### src/rtl/systolic_ctrl_if.sv
// Handshake and operand/edge bus between the systolic sequencer, its operand buffers and the array edges.
// The master side drives requests and buffer read data; the slave side is the sequencer.
interface systolic_ctrl_if #(
  parameter int N      = 4,
  parameter int DW     = 8,
  parameter int ADDR_W = 8
);
  logic              start;
  logic [ADDR_W-1:0] k_len;
  logic              busy;
  logic              done;
  logic              rd_en;
  logic [ADDR_W-1:0] rd_addr;
  logic [N*DW-1:0]   rd_a_data;
  logic [N*DW-1:0]   rd_w_data;
  logic [N*DW-1:0]   a_edge;
  logic [N*DW-1:0]   w_edge;
  logic              capture;

  modport master (
    output start, k_len, rd_a_data, rd_w_data,
    input  busy, done, rd_en, rd_addr, a_edge, w_edge, capture
  );

  modport slave (
    input  start, k_len, rd_a_data, rd_w_data,
    output busy, done, rd_en, rd_addr, a_edge, w_edge, capture
  );
endinterface

### src/rtl/systolic_ctrl.sv
// Sequencer for the NxN systolic MAC array: streams K operand beats with diagonal edge skew,
// flushes zeros through the array for a fixed drain time, then strobes result capture.
module systolic_ctrl #(
  parameter int N            = 4,
  parameter int DW           = 8,
  parameter int ADDR_W       = 8,
  parameter int DRAIN_CYCLES = 10
) (
  input logic           clk,
  input logic           rst,
  systolic_ctrl_if.slave bus
);

  localparam int FLUSH_LEN = N + DRAIN_CYCLES + 1;
  localparam int FW        = $clog2(FLUSH_LEN + 1);
  localparam logic [FW-1:0] FLUSH_LAST = FW'(FLUSH_LEN - 1);

  typedef enum logic [1:0] {
    IDLE,
    LOAD,
    FLUSH,
    CAPT
  } state_t;

  state_t            state_q, state_d;
  logic [ADDR_W-1:0] beatCnt_q, beatCnt_d;
  logic [ADDR_W-1:0] kLen_q, kLen_d;
  logic [FW-1:0]     flushCnt_q, flushCnt_d;
  logic              rdValid_q;

  always_ff @(posedge clk or posedge rst) begin
    if (rst) begin
      state_q    <= IDLE;
      beatCnt_q  <= '0;
      kLen_q     <= '0;
      flushCnt_q <= '0;
      rdValid_q  <= 1'b0;
    end else begin
      state_q    <= state_d;
      beatCnt_q  <= beatCnt_d;
      kLen_q     <= kLen_d;
      flushCnt_q <= flushCnt_d;
      rdValid_q  <= (state_q == LOAD);
    end
  end

  // The flush length is fixed regardless of K, so capture lands K + N + DRAIN_CYCLES + 2 after start.
  always_comb begin
    state_d    = state_q;
    beatCnt_d  = beatCnt_q;
    kLen_d     = kLen_q;
    flushCnt_d = flushCnt_q;
    case (state_q)
      IDLE: begin
        if (bus.start) begin
          kLen_d     = bus.k_len;
          beatCnt_d  = '0;
          flushCnt_d = '0;
          state_d    = (bus.k_len == '0) ? FLUSH : LOAD;
        end
      end
      LOAD: begin
        if (beatCnt_q == kLen_q - 1'b1) begin
          flushCnt_d = '0;
          state_d    = FLUSH;
        end else begin
          beatCnt_d = beatCnt_q + 1'b1;
        end
      end
      FLUSH: begin
        if (flushCnt_q == FLUSH_LAST) begin
          state_d = CAPT;
        end else begin
          flushCnt_d = flushCnt_q + 1'b1;
        end
      end
      CAPT: begin
        state_d = IDLE;
      end
      default: begin
        state_d = IDLE;
      end
    endcase
  end

  assign bus.busy    = (state_q != IDLE);
  assign bus.done    = (state_q == CAPT);
  assign bus.capture = (state_q == CAPT);
  assign bus.rd_en   = (state_q == LOAD);
  assign bus.rd_addr = (state_q == LOAD) ? beatCnt_q : '0;

  // Lane i sits behind i+1 register stages; zeros enter whenever no beat is returning.
  for (genvar lane = 0; lane < N; lane++) begin : g_lane
    logic [DW-1:0] aPipe_q [lane+1];
    logic [DW-1:0] wPipe_q [lane+1];

    always_ff @(posedge clk or posedge rst) begin
      if (rst) begin
        for (int s = 0; s <= lane; s++) begin
          aPipe_q[s] <= '0;
          wPipe_q[s] <= '0;
        end
      end else begin
        aPipe_q[0] <= rdValid_q ? bus.rd_a_data[lane*DW +: DW] : '0;
        wPipe_q[0] <= rdValid_q ? bus.rd_w_data[lane*DW +: DW] : '0;
        for (int s = 1; s <= lane; s++) begin
          aPipe_q[s] <= aPipe_q[s-1];
          wPipe_q[s] <= wPipe_q[s-1];
        end
      end
    end

    assign bus.a_edge[lane*DW +: DW] = aPipe_q[lane];
    assign bus.w_edge[lane*DW +: DW] = wPipe_q[lane];
  end

endmodule

### src/flat_wrapper.sv
// flat-port wrapper written by rule: the top's interface ports become plain ports
module systolic_ctrl_flat 
#(
  parameter int N            = 4,
  parameter int DW           = 8,
  parameter int ADDR_W       = 8,
  parameter int DRAIN_CYCLES = 10
)
  (clk, rst, bus_start, bus_k_len, bus_rd_a_data, bus_rd_w_data, bus_busy, bus_done, bus_rd_en, bus_rd_addr, bus_a_edge, bus_w_edge, bus_capture);
  systolic_ctrl_if #(.N(N), .DW(DW), .ADDR_W(ADDR_W)) bus_i ();
  input logic clk;
  input logic rst;
  input wire logic [$bits(bus_i.start)-1:0] bus_start;
  input wire logic [$bits(bus_i.k_len)-1:0] bus_k_len;
  input wire logic [$bits(bus_i.rd_a_data)-1:0] bus_rd_a_data;
  input wire logic [$bits(bus_i.rd_w_data)-1:0] bus_rd_w_data;
  output wire logic [$bits(bus_i.busy)-1:0] bus_busy;
  output wire logic [$bits(bus_i.done)-1:0] bus_done;
  output wire logic [$bits(bus_i.rd_en)-1:0] bus_rd_en;
  output wire logic [$bits(bus_i.rd_addr)-1:0] bus_rd_addr;
  output wire logic [$bits(bus_i.a_edge)-1:0] bus_a_edge;
  output wire logic [$bits(bus_i.w_edge)-1:0] bus_w_edge;
  output wire logic [$bits(bus_i.capture)-1:0] bus_capture;
  assign bus_i.start = bus_start;
  assign bus_i.k_len = bus_k_len;
  assign bus_i.rd_a_data = bus_rd_a_data;
  assign bus_i.rd_w_data = bus_rd_w_data;
  assign bus_busy = bus_i.busy;
  assign bus_done = bus_i.done;
  assign bus_rd_en = bus_i.rd_en;
  assign bus_rd_addr = bus_i.rd_addr;
  assign bus_a_edge = bus_i.a_edge;
  assign bus_w_edge = bus_i.w_edge;
  assign bus_capture = bus_i.capture;
  systolic_ctrl #(.N(N), .DW(DW), .ADDR_W(ADDR_W), .DRAIN_CYCLES(DRAIN_CYCLES)) u_core (.clk(clk), .rst(rst), .bus(bus_i));
endmodule
### config.mk
export PLATFORM = sky130hd
export DESIGN_NAME = systolic_ctrl_flat
export DESIGN_NICKNAME = d
export VERILOG_FILES = /design/src/rtl/systolic_ctrl_if.sv /design/src/rtl/systolic_ctrl.sv /design/src/flat_wrapper.sv
export SDC_FILE = /design/constraint.sdc
export NUM_CORES = 1
export LEC_CHECK = 0
export CELL_PAD_IN_SITES_DETAIL_PLACEMENT = 1
export CELL_PAD_IN_SITES_GLOBAL_PLACEMENT = 2
export CORE_AREA = 2 2 138 140
export DETAILED_ROUTE_END_ITERATION = 10
export DIE_AREA = 0 0 140 142
export PLACE_DENSITY_LB_ADDON = 0.1
export SYNTH_ARGS = -nofsm -noshare
export SYNTH_HDL_FRONTEND = slang
export SYNTH_SLANG_ARGS = --single-unit
### constraint.sdc
create_clock -name clk -period 16.8 [get_ports clk]
set_clock_uncertainty 0.15 [all_clocks]
set_input_delay 3.36 -clock clk [delete_from_list [all_inputs] [get_ports clk]]
set_output_delay 3.36 -clock clk [all_outputs]
set_load 0.01 [all_outputs]
==> flow_metrics.tcl <==
set metrics [dict create \
    max_slew_margin 0.357 \
    startpoint_type "flop" \
    place_congestion 0.744 \
    htree_num_levels 4 \
    grt_use_met3 0.0360 \
    wl_per_cell_um 15.7 \
    whs_ps 195 \
    ir_drop_uv 72.8 \
    coreArea_um2 18500 \
    violations "design-rule violations" \
    cellPowerDensity_nw_per_um2 111 \
    n_antenna_cell 0 \
    r2r_slack_ps 13650 \
    antenna_found_initial 0 \
    drtIter0Drc 175 \
    grt_usage 0.140 \
    postPlaceCellArea_um2 7740 \
    r2r_end "u_core.flushCnt_q[1]$_DFFE_PP0P_" \
    synth_area_um2 6340 \
    dieWidth_um 140 \
    drtPass1Iterations 9 \
    endpoint "bus_rd_addr[3]" \
    synth_top_cells_by_area "dfrtp_1, and2_1, buf_4" \
    postCtsResizedCells 0 \
    worst-path-buf-inv 3 \
    leakage_nw 3.60 \
    worst_ep_arrival_time_ps 2490 \
    clkSinkCount 183 \
    chipHeight_um 142 \
    required_ps 13290 \
    avgSynthCellArea_um2 14.4 \
    path_depth 5 \
    synth_edf_count 0 \
    clk_pin_slew_ps 70 \
    busiest_layer "met2" \
    wl_mm 12.5 \
    synth_fp_nets 524 \
    seqCellArea_um2 4580 \
    ys_warn_count 0 \
    layout-drive-gt1-share 0.0924 \
    area_growth_syn_to_layout_pct 31.6 \
    drv_cap 0 \
    insertion_delay_ps 420 \
    cts_buffer_depth 2 \
    start_util 0.344 \
    worstMarginPinSlew_ps 965 \
    grt_max_degree 112 \
    num_rows 50 \
    drtAntennaViolNets 0 \
    synthCells 440 \
    num_vias 3502 \
    yosysUniqueCellTypes 46 \
    cp_cell_sequence "inv_1, ha_1, inv_1, nor2_1, clkdlybuf4s50_1" \
    status "complete, but fails checks" \
    numPortBuffers 150 \
    dieArea_um2 19900 \
    slew_violations 0 \
    grtUsageMet1 0.173 \
    stdcell_area_um2 8350 \
    grt_pass1_wl_mm 21.2 \
    finalSetupViolations 0 \
    ys_ff_latch 183 \
    cp_common_cell "inv_1" \
    cts_made_buffers 17 \
    synth-seq-area-share 0.722 \
    tritoncts "done" \
    cts_hold_buf 0 \
    cp-end-kind "output port" \
    post-route-period-util 0.357 \
    layout_min_cycle_time_ps 6000 \
    dp_hpwl_mm 8.42 \
    hp-class "reg2reg" \
    crit_family "buffers and inverters" \
    cts_setup_buffers 0 \
    r2r_start "u_core.kLen_q[0]$_DFFE_PP0P_" \
    synth_top_area_frac 0.722 \
    async_reset_ff_frac 1.00 \
    reg2reg_depth 8 \
    use_met2 0.236 \
    nets 634 \
    grt-ovfl-total 0 \
    crit_fanout 14 \
    clockRootBuffer "clkbuf_16" \
    finalSetupTns_ps 0 \
    fmax_mhz 167 \
    cp_slowest_stage_delay_ps 550 \
    power_w 0.000924 \
    finalHoldViolCount 0 \
    grt_pass1_vias 4001 \
    multi_input_area_um2 1300 \
    io_pins 151 \
    rsz0062_at_grt "false" \
    vias_per_cell 4.39 \
    synth_top_cell_by_area "dfrtp_1" \
    startpoint "u_core.state_q[1]$_DFFE_PP0P_" \
    crit_type "reg2out" \
    drc 6 \
    slowest_stage "clkdlybuf4s50_1" \
    fillers 1872 \
    ys.flop_type "dfrtp_1" \
]
flip-flops by register name, summed over array words and instances (netlist names):
signal and cells:
u_core.g_lane.wPipe_q 56, u_core.rdValid_q 1, u_core.state_q 2, u_core.bus.w_edge 24
u_core.kLen_q 8, u_core.g_lane.aPipe_q 56, u_core.bus.a_edge 24, u_core.beatCnt_q 8
u_core.flushCnt_q 4
placed cells by master (no fill, tap or decap), drive strengths merged, types with 2 or more instances in the layout:
| cell | n |
|---|---|
| nand3 | 5 |
| mux2i | 2 |
| or4 | 3 |
| o211ai | 2 |
| nor2 | 15 |
| a221o | 2 |
| nand2 | 7 |
| xor2 | 3 |
| o2bb2ai | 2 |
| dfrtp | 183 |
| nor4 | 3 |
| clkbuf | 18 |
| inv | 22 |
| clkinv | 2 |
| nor3 | 4 |
| xnor2 | 5 |
| and2 | 72 |
| mux2 | 10 |
| clkdlybuf4s50 | 150 |
| nand4 | 2 |
| nand4b | 2 |
| o21ai | 10 |
| ha | 9 |
| or3 | 4 |
| a21oi | 6 |
| o221ai | 2 |
worst reg2reg max path: stages (launching register included):
cell       delay (ps)
dfrtp_1           440
inv_1              80
ha_1              180
nor3b_1           400
and3_2            280
o2111ai_2         210
nor2_1            630
o221ai_1          330
mux2_2            340
worst min-delay path by stage:
stage / startpoint / endpoint / slack (ps) / cells after the start
floorplan: u_core.g_lane[1].aPipe_q[10]$_DFF_PP0_ / u_core.bus.a_edge[10]$_DFF_PP0_ / 180 / 0
global placement: u_core.g_lane[3].aPipe_q[26]$_DFF_PP0_ / u_core.g_lane[3].aPipe_q[18]$_DFF_PP0_ / 180 / 0
detailed placement: u_core.g_lane[1].aPipe_q[11]$_DFF_PP0_ / u_core.bus.a_edge[11]$_DFF_PP0_ / 190 / 0
CTS: u_core.g_lane[2].wPipe_q[14]$_DFF_PP0_ / u_core.bus.w_edge[22]$_DFF_PP0_ / 200 / 0
global route: u_core.g_lane[2].wPipe_q[14]$_DFF_PP0_ / u_core.bus.w_edge[22]$_DFF_PP0_ / 200 / 0
finish: u_core.g_lane[2].wPipe_q[14]$_DFF_PP0_ / u_core.bus.w_edge[22]$_DFF_PP0_ / 200 / 0
cells by family (layout without fill, tap and decap cells):
family,after synthesis,after routing,synth area share
simple gates,121,121,0.113
buf+inv,72,195,0.0724
mux,12,12,0.0209
xor+xnor,9,9,0.0148
flops,183,183,0.722
compound gates,34,34,0.0391
fa+ha+maj,9,9,0.0178
synth_stat cells (all sizes together), types with 2 or more instances:
master,instances
a21oi,6
a221o,2
and2,72
buf,51
clkbuf,9
dfrtp,183
ha,9
inv,12
mux2,10
mux2i,2
nand2,7
nand3,5
nand4,2
nand4b,2
nor2,15
nor3,4
nor4,3
o211ai,2
o21ai,10
o221ai,2
o2bb2ai,2
or3,4
or4,3
xnor2,5
xor2,3
where the power goes:
| part | total (W) | internal (W) | switching, W |
|---|---|---|---|
| clock network | 0.000407 | 0.000220 | 0.000188 |
| logic | 0.0000524 | 0.0000321 | 0.0000203 |
| registers | 0.000465 | 0.000460 | 0.00000518 |
| total | 0.000924 | 0.000711 | 0.000213 |
area by class of cell:
type	count	area share
multi-input combinational	185	0.156
inverter	12	0.00600
sequential	183	0.549
clock buffer	18	0.0526
tap	234	0.0351
clock inverter	14	0.0207
timing repair buffer	151	0.181
per-layer routing:
layer / up-vias / routed length [um]
met5: - / 0
met4: 0 / 223
met3: 20 / 493
met2: 86 / 6400
met1: 1789 / 5400
li1: 1607 / -
per-stage QoR:
step                worst slack, ps  utilization  instances
global placement              11140        0.419        765
global route                  10500        0.452        797
CTS                           10690        0.452        797
floorplan                      8320            -        440
detailed placement            11060        0.419        765
finish                        10800        0.452        797
Power figures use the tool's default switching activity.
